**config.mk**
```make
export PLATFORM = sky130hd
export DESIGN_NAME = mxrv_pipe_ctrl
export DESIGN_NICKNAME = d
export VERILOG_FILES = /design/src/rtl/mxrv_pipe_ctrl.sv
export SDC_FILE = /design/constraint.sdc
export NUM_CORES = 1
export LEC_CHECK = 0
export CORE_ASPECT_RATIO = 0.9
export CORE_MARGIN = 8
export CORE_UTILIZATION = 42
export CTS_CLUSTER_SIZE = 10
export DETAILED_ROUTE_END_ITERATION = 7
export PLACE_DENSITY_LB_ADDON = 0.05
export SETUP_SLACK_MARGIN = 0.1
export SLEW_MARGIN = 20
export SYNTH_ARGS = -nofsm -noshare
export SYNTH_HDL_FRONTEND = slang
export SYNTH_SLANG_ARGS = --single-unit
```
**constraint.sdc**
```tcl
create_clock -name clk -period 4.87 [get_ports clk]
set_clock_uncertainty 0.2 [all_clocks]
set_input_delay 0.7305 -clock clk [delete_from_list [all_inputs] [get_ports clk]]
set_output_delay 0.7305 -clock clk [all_outputs]
set_load 0.01 [all_outputs]
```
**src/rtl/mxrv_pipe_ctrl.sv**
```systemverilog
// Pipeline sequencing controller for the mxrv IF/ID/EX core: jump redirect,
// load-use interlock, MUL/DIV wait, and a saturating stall-cycle counter.
module mxrv_pipe_ctrl #(
  parameter int LOAD_LAT = 1
) (
  input  logic        clk,
  input  logic        rst,
  input  logic        id_valid_i,
  input  logic [4:0]  id_rs1_i,
  input  logic [4:0]  id_rs2_i,
  input  logic        id_rs1_used_i,
  input  logic        id_rs2_used_i,
  input  logic        ex_valid_i,
  input  logic        ex_is_load_i,
  input  logic [4:0]  ex_rd_i,
  input  logic        ex_muldiv_i,
  input  logic        muldiv_done_i,
  input  logic        jump_req_i,
  input  logic [31:0] jump_addr_i,
  output logic        pc_load_o,
  output logic [31:0] pc_load_addr_o,
  output logic        hold_if_o,
  output logic        hold_id_o,
  output logic        hold_ex_o,
  output logic        flush_id_o,
  output logic        flush_ex_o,
  output logic        muldiv_start_o,
  output logic [31:0] stall_cnt_o,
  output logic [1:0]  state_o
);

  typedef enum logic [1:0] {RUN = 2'd0, LDSTALL = 2'd1, MDWAIT = 2'd2, REDIRECT = 2'd3} state_t;

  localparam logic [1:0] CNT_INIT = 2'(LOAD_LAT - 1);

  state_t      state_q, state_d;
  logic [1:0]  cnt_q, cnt_d;
  logic [31:0] stall_cnt_q;
  logic        haz, jump, md_go;

  assign haz = id_valid_i & ex_valid_i & ex_is_load_i & (ex_rd_i != 5'd0) &
               ((id_rs1_used_i & (id_rs1_i == ex_rd_i)) |
                (id_rs2_used_i & (id_rs2_i == ex_rd_i)));
  assign jump  = jump_req_i & ex_valid_i;
  assign md_go = ex_valid_i & ex_muldiv_i;

  always_ff @(posedge clk) begin
    if (rst) begin
      state_q     <= RUN;
      cnt_q       <= 2'd0;
      stall_cnt_q <= 32'd0;
    end else begin
      state_q <= state_d;
      cnt_q   <= cnt_d;
      if (hold_if_o && (stall_cnt_q != 32'hFFFF_FFFF))
        stall_cnt_q <= stall_cnt_q + 32'd1;
    end
  end

  // cnt holds the remaining LDSTALL cycles; the RUN cycle that detects the
  // hazard is the first of the LOAD_LAT stalled cycles.
  always_comb begin
    state_d = state_q;
    cnt_d   = cnt_q;
    unique case (state_q)
      RUN: begin
        if (jump)       state_d = REDIRECT;
        else if (md_go) state_d = MDWAIT;
        else if (haz) begin
          cnt_d   = CNT_INIT;
          state_d = (LOAD_LAT > 1) ? LDSTALL : RUN;
        end
      end
      LDSTALL: begin
        if (jump) begin
          state_d = REDIRECT;
          cnt_d   = 2'd0;
        end else begin
          cnt_d = cnt_q - 2'd1;
          if (cnt_q <= 2'd1) state_d = RUN;
        end
      end
      MDWAIT:   if (muldiv_done_i) state_d = RUN;
      REDIRECT: state_d = RUN;
      default:  state_d = RUN;
    endcase
  end

  always_comb begin
    pc_load_o      = 1'b0;
    hold_if_o      = 1'b0;
    hold_id_o      = 1'b0;
    hold_ex_o      = 1'b0;
    flush_id_o     = 1'b0;
    flush_ex_o     = 1'b0;
    muldiv_start_o = 1'b0;
    if (!rst) begin
      unique case (state_q)
        RUN: begin
          if (jump) begin
            pc_load_o  = 1'b1;
            flush_id_o = 1'b1;
            flush_ex_o = 1'b1;
          end else if (md_go) begin
            muldiv_start_o = 1'b1;
            hold_if_o      = 1'b1;
            hold_id_o      = 1'b1;
            hold_ex_o      = 1'b1;
          end else if (haz) begin
            hold_if_o  = 1'b1;
            hold_id_o  = 1'b1;
            flush_ex_o = 1'b1;
          end
        end
        LDSTALL: begin
          if (jump) begin
            pc_load_o  = 1'b1;
            flush_id_o = 1'b1;
            flush_ex_o = 1'b1;
          end else begin
            hold_if_o  = 1'b1;
            hold_id_o  = 1'b1;
            flush_ex_o = 1'b1;
          end
        end
        MDWAIT: begin
          hold_if_o = ~muldiv_done_i;
          hold_id_o = ~muldiv_done_i;
          hold_ex_o = ~muldiv_done_i;
        end
        REDIRECT: flush_id_o = 1'b1;
        default: ;
      endcase
    end
  end

  assign pc_load_addr_o = pc_load_o ? jump_addr_i : 32'd0;
  assign stall_cnt_o    = stall_cnt_q;
  assign state_o        = state_q;

endmodule

```
After elaboration in Yosys (flattened, before gate mapping)
Index checks and enable logic that the tools add are counted.
W data, S select, Z words.
{ "totals": {"regBits": 36, "latchBits": 0, "ramBits": 0, "romBits": 0, "in_bits": 57, "output_inout_bits": 73, "memories": 0} }
{ "op_classes": {"n_addsub": 2, "multipliers": 0, "n_div": 0, "order_cmp": 1, "n_eq_ne": 12, "n_shift": 0, "muxes": 33, "n_bitwise": 10, "n_reduce_logical": 7} }
{ "ops": {"columns": ["op", "n"], "rows": [
  ["$add A32 B1 Y32 const B", 1],
  ["$mux W32", 1],
  ["$ne A32 B32 Y1 const B", 1],
  ["$mux W2", 9],
  ["$mux W1", 17],
  ["$eq A5 B5 Y1", 2],
  ["$and A1 B1 Y1", 8],
  ["$ne A2 B2 Y1 const B", 4],
  ["$pmux W2 S4", 1],
  ["$pmux W1 S2", 3],
  ["$reduce_bool A5 Y1", 1],
  ["$eq A2 B2 Y1 const B", 2],
  ["$ne A4 B4 Y1 const B", 1],
  ["$pmux W2 S2", 1],
  ["$reduce_and A4 Y1", 1],
  ["$ne A3 B3 Y1 const B", 1],
  ["$pmux W1 S3", 1],
  ["$reduce_and A3 Y1", 1],
  ["$eq A2 B1 Y1 const B", 1],
  ["$le A2 B1 Y1 const B", 1],
  ["$logic_not A2 Y1", 1],
  ["$reduce_bool A2 Y1", 1],
  ["$reduce_or A2 Y1", 1],
  ["$sub A2 B1 Y2 const B", 1],
  ["other kinds (3)", 3]
]} }

Longest topological paths before layout
{ "logic_depth": {"word_depth": 10, "mapped_depth": 10, "mapped_depth_nobuf": 8} }

Least setup slack after synthesis
No wires, ideal clock.
{ "synth_path": {"path_kind": "input port to output port", "from": "input ex_rd_i[1]", "to": "output hold_if_o", "t_arrival_ps": 2121, "required_ps": 3939, "path_slack_ps": 1818, "cell_stages": 8, "path_cell_list": "xnor2_1 > nand4_1 > o22ai_1 > a31o_2 > buf_6 > buf_2 > nor2b_1 > buf_4"} }
{ "synth_between": {"elab_chain_cells": 9, "elab_cells_between_ends": 13, "classes_between": "eq/ne (2); mux (5); bitwise (5); reduce/logical (1)"} }
{ "synth_lines": {"columns": ["element", "line", "text"], "rows": [
  ["from (decl)", "15", "input logic [4:0] ex_rd_i,"],
  ["$eq A5 B5 Y1 (on tied branches)", "42, 43", null],
  ["$and A1 B1 Y1 (on tied branches)", "42, 43", null],
  ["$or A1 B1 Y1", "42", "((id_rs1_used_i & (id_rs1_i == ex_rd_i)) |"],
  ["$and A1 B1 Y1 *", "41", "assign haz = id_valid_i & ex_valid_i & ex_is_load_i & (ex_rd_i != 5'd0) &"],
  ["$mux W1 * (3 in a row)", null, null],
  ["$pmux W1 S3 *", null, null],
  ["$mux W1 *", null, null],
  ["to (decl)", "22", "output logic hold_if_o,"]
]} }
Mark *: on every way between the ends. The rest lies on a longest branch, timed or not.

Final worst setup path
{ "layout_path": {"from": "input ex_rd_i[1]", "to": "output hold_if_o"} }
{ "layout_between": {"elab_chain_cells": 9, "elab_cells_between_ends": 13, "classes_between": "eq/ne (2); mux (5); bitwise (5); reduce/logical (1)"} }
{ "layout_lines": {"columns": ["element", "line", "text"], "rows": [
  ["$eq A5 B5 Y1 (on tied branches)", "42, 43", null],
  ["$and A1 B1 Y1 (on tied branches)", "42, 43", null],
  ["$or A1 B1 Y1", "42", null],
  ["$and A1 B1 Y1 *", "41", null],
  ["$mux W1 *", "109", "end else if (haz) begin"],
  ["$mux W1 *", "104", "end else if (md_go) begin"],
  ["$mux W1 *", "100", "if (jump) begin"],
  ["$pmux W1 S3 *", "98", "unique case (state_q)"],
  ["$mux W1 *", "97", "if (!rst) begin"]
]} }
Marked as above.

==> flow_summary.ini <==
[die]
ioPinCount = 130
core_sq_um = 5320
rows = 25
dieArea_sq_um = 8200
die_y_um = 86.7
initial_core_util = 0.439
fp.dieW_um = 94.6

[timing]
slew_viol_final = 0
finalHoldViolCount = 0
tns_ps = 0
relSlewSlack = 0.539
finalCritPeriodShare = 0.775
max_freq_ghz = 0.265
rsz0062_at_grt = no
finalSetupViolations = 0
min_period_ps = 3770
tightest_slew_ps = 686

[cells_and_area]
final_cell_mix = clkdlybuf4s50_1, dfxtp_1, and2_1
multi_input_area_sq_um = 1480
finalInstanceArea_sq_um = 3710
fin_nets = 471
ff_latch_area_sq_um = 721
layout-drive-gt1-share = 0.0896
area_growth_pct = 58.8
stdcell_count = 480
num_antenna_cells = 0
nFillCells = 458
layout_commonest_cell = clkdlybuf4s50_1

[placed_design]
placed_cell_area_sq_um = 3620
gp_congestion = 0.855
io_buffers = 129
hpwl_um = 5770
dp_cells = 472

[detailed_routing]
via_count = 2422
first_pass_iters = 4
routedWlPerCell_um = 15.2
drtIter0Drc = 135
drc = 0
vias_per_cell = 5.05
drt.antenna.violating_nets = 0
drt_wl_total_um = 7300

[logic_synthesis]
synth_edf_count = 0
yosysSeqAreaShare = 0.309
synth_area_per_cell_sq_um = 8.05
syn_area_sq_um = 2330
synth_top_family_by_area = simple AND/OR/NAND/NOR gates
synth-xor-area-share = 0.120
synthAdderAreaFrac = 0.0107
synth_top_cell_by_area = dfxtp_1
ys_async_sr_fraction = 0
mappedNetlistNets = 349
yosys.area_share.simple = 0.414
synthCells = 290
synth_compound_area_frac = 0.0841
yosysWarnings = 0
synthMuxAreaShare = 0.00429
synth_cell_types = 42
synth_top_area_frac = 0.309
synthTopCellsByArea = dfxtp_1, and2_1, xor2_1, nor2_1, xnor2_1
ys.flop_type = dfxtp_1
synth_seq_cells = 36

[power]
p_leak_nw = 1.29
p_per_area_nw_per_um2 = 176
peakVddDrop_uv = 114

[cts]
cts-resized-gates = 0
cts_sinks = 36
clkLatencyLatePin_ps = 290
postCtsSetupRepairBufs = 0
cts_buffers = 5
htreeDepth = 2
cts_max_path_buffers = 2
clock-root-buffer = clkbuf_8
cts_hold_buf = 0
clkTransAtPathRegs_ps = 80
cts_tree = yes

[critical_path]
slowest_delay_ps = 590
cpMostUsedCell = clkdlybuf4s50_1
r2r_end = stall_cnt_o[12]
cp_data_arrival_time_ps = 2840
critPathCaptureType = output pin
crit_path_cell_trace = clkdlybuf4s50_1 -> xnor2_1 -> nand4_1 -> o22ai_1 -> a31o_2 -> nor2b_1 -> clkdlybuf4s50_1
startpoint = ex_rd_i[1]
cp_max_fo = 3
required_ps = 3940
cpMaxStageDelayCell = clkdlybuf4s50_1
worst-setup-path-type = input port to output pin
reg2reg_depth = 7
start_kind = input port
worstSetupEndpoint = hold_if_o
timing.rr.start = stall_cnt_o[12]
regToRegSetupSlack_ps = 2280

[global_route]
top_usage_layer = met2
first_global_vias = 2360
track_usage = 0.179
antenna_found_initial = 0
grt_max_degree = 39
grt.met2_usage = 0.276
overflow = 0
grt_pass1_wl_um = 11800
grt_use_met3 = 0.0889
use_met1 = 0.213

[hold_path]
hp-class = register to register

[run]
maxCapViolCount = 0

[status]
status = complete, no violations
Yosys cell counts (2+ instances only):
cell type and instances:
clkbuf_1 8, nand3_2 8, nand3_1 11, nand3b_1 4
and2_1 33, dfxtp_1 36, nor2_1 31, and3_1 5
o22ai_1 2, nand4_1 14, buf_2 2, ha_1 2
or2_2 2, a211oi_1 2, inv_1 5, nor3_1 9
and3_2 4, xor2_1 21, nand2_1 19, or3_1 8
and4_1 2, a21oi_1 17, o21ai_0 10, nand4_2 3
buf_6 5, xnor2_1 11
worst min path at each step:
stage,from,end,slack [ps],depth (start not counted)
3_3_place_gp,cnt_q[1],cnt_q[1],280,2
6_report,cnt_q[1],cnt_q[1],310,2
5_1_grt,cnt_q[1],cnt_q[1],310,2
4_1_cts,cnt_q[1],cnt_q[1],310,2
2_1_floorplan,cnt_q[1],cnt_q[1],260,2
3_5_place_dp,cnt_q[1],cnt_q[1],300,2
logic make-up (layout without fill, tap and decap cells):
kind of cell	count (synthesis)	in the layout
XOR/XNOR	32	32
AND/OR/NAND/NOR	162	162
multiplexers	1	1
buffers and inverters	22	145
adder cells (fa/ha/maj)	2	2
AO/OA/AOI/OAI	35	35
flip-flops	36	36
critical path, delay by kind of cell:
kind	cells	cell delay [ps]
AO/OA/AOI/OAI	2	480
XOR/XNOR	1	140
buffers and inverters	2	1130
AND/OR/NAND/NOR	2	370
per-layer routing:
| layer | share of wire | vias to the layer above |
|---|---|---|
| met5 | 0 | - |
| met4 | 0.0051 | 0 |
| met3 | 0.11 | 6 |
| met2 | 0.45 | 93 |
| met1 | 0.43 | 1083 |
| li1 | - | 1240 |
cell type report:
class                      instances  area share
sequential                        36       0.194
tap                               67      0.0226
clock buffer                       5      0.0186
clock inverter                     3     0.00506
inverter                           5     0.00506
multi-input combinational        232       0.400
timing repair buffer             132       0.354
sequential cells by signal (all words and copies together) (netlist names):
signal / count
stall_cnt_o: 32
cnt_q: 2
state_o: 2
power by group:
group | internal, mW | switching, mW
sequential | 0.298 | 0.00645
clock | 0.0997 | 0.114
combinational | 0.0819 | 0.0529
total | 0.480 | 0.174
per-stage QoR:
step | util | power [mW] | hold slack, ps | worst slack (ps)
6_report | 0.697 | 0.653 | 305 | 1100
5_1_grt | 0.697 | 0.686 | 314 | 973
4_1_cts | 0.697 | 0.658 | 306 | 1040
3_5_place_dp | 0.681 | 0.447 | 295 | 1060
3_3_place_gp | 0.681 | 0.445 | 282 | 1090
2_1_floorplan | - | 0.366 | 264 | 1820
Power figures use the tool's default switching activity.
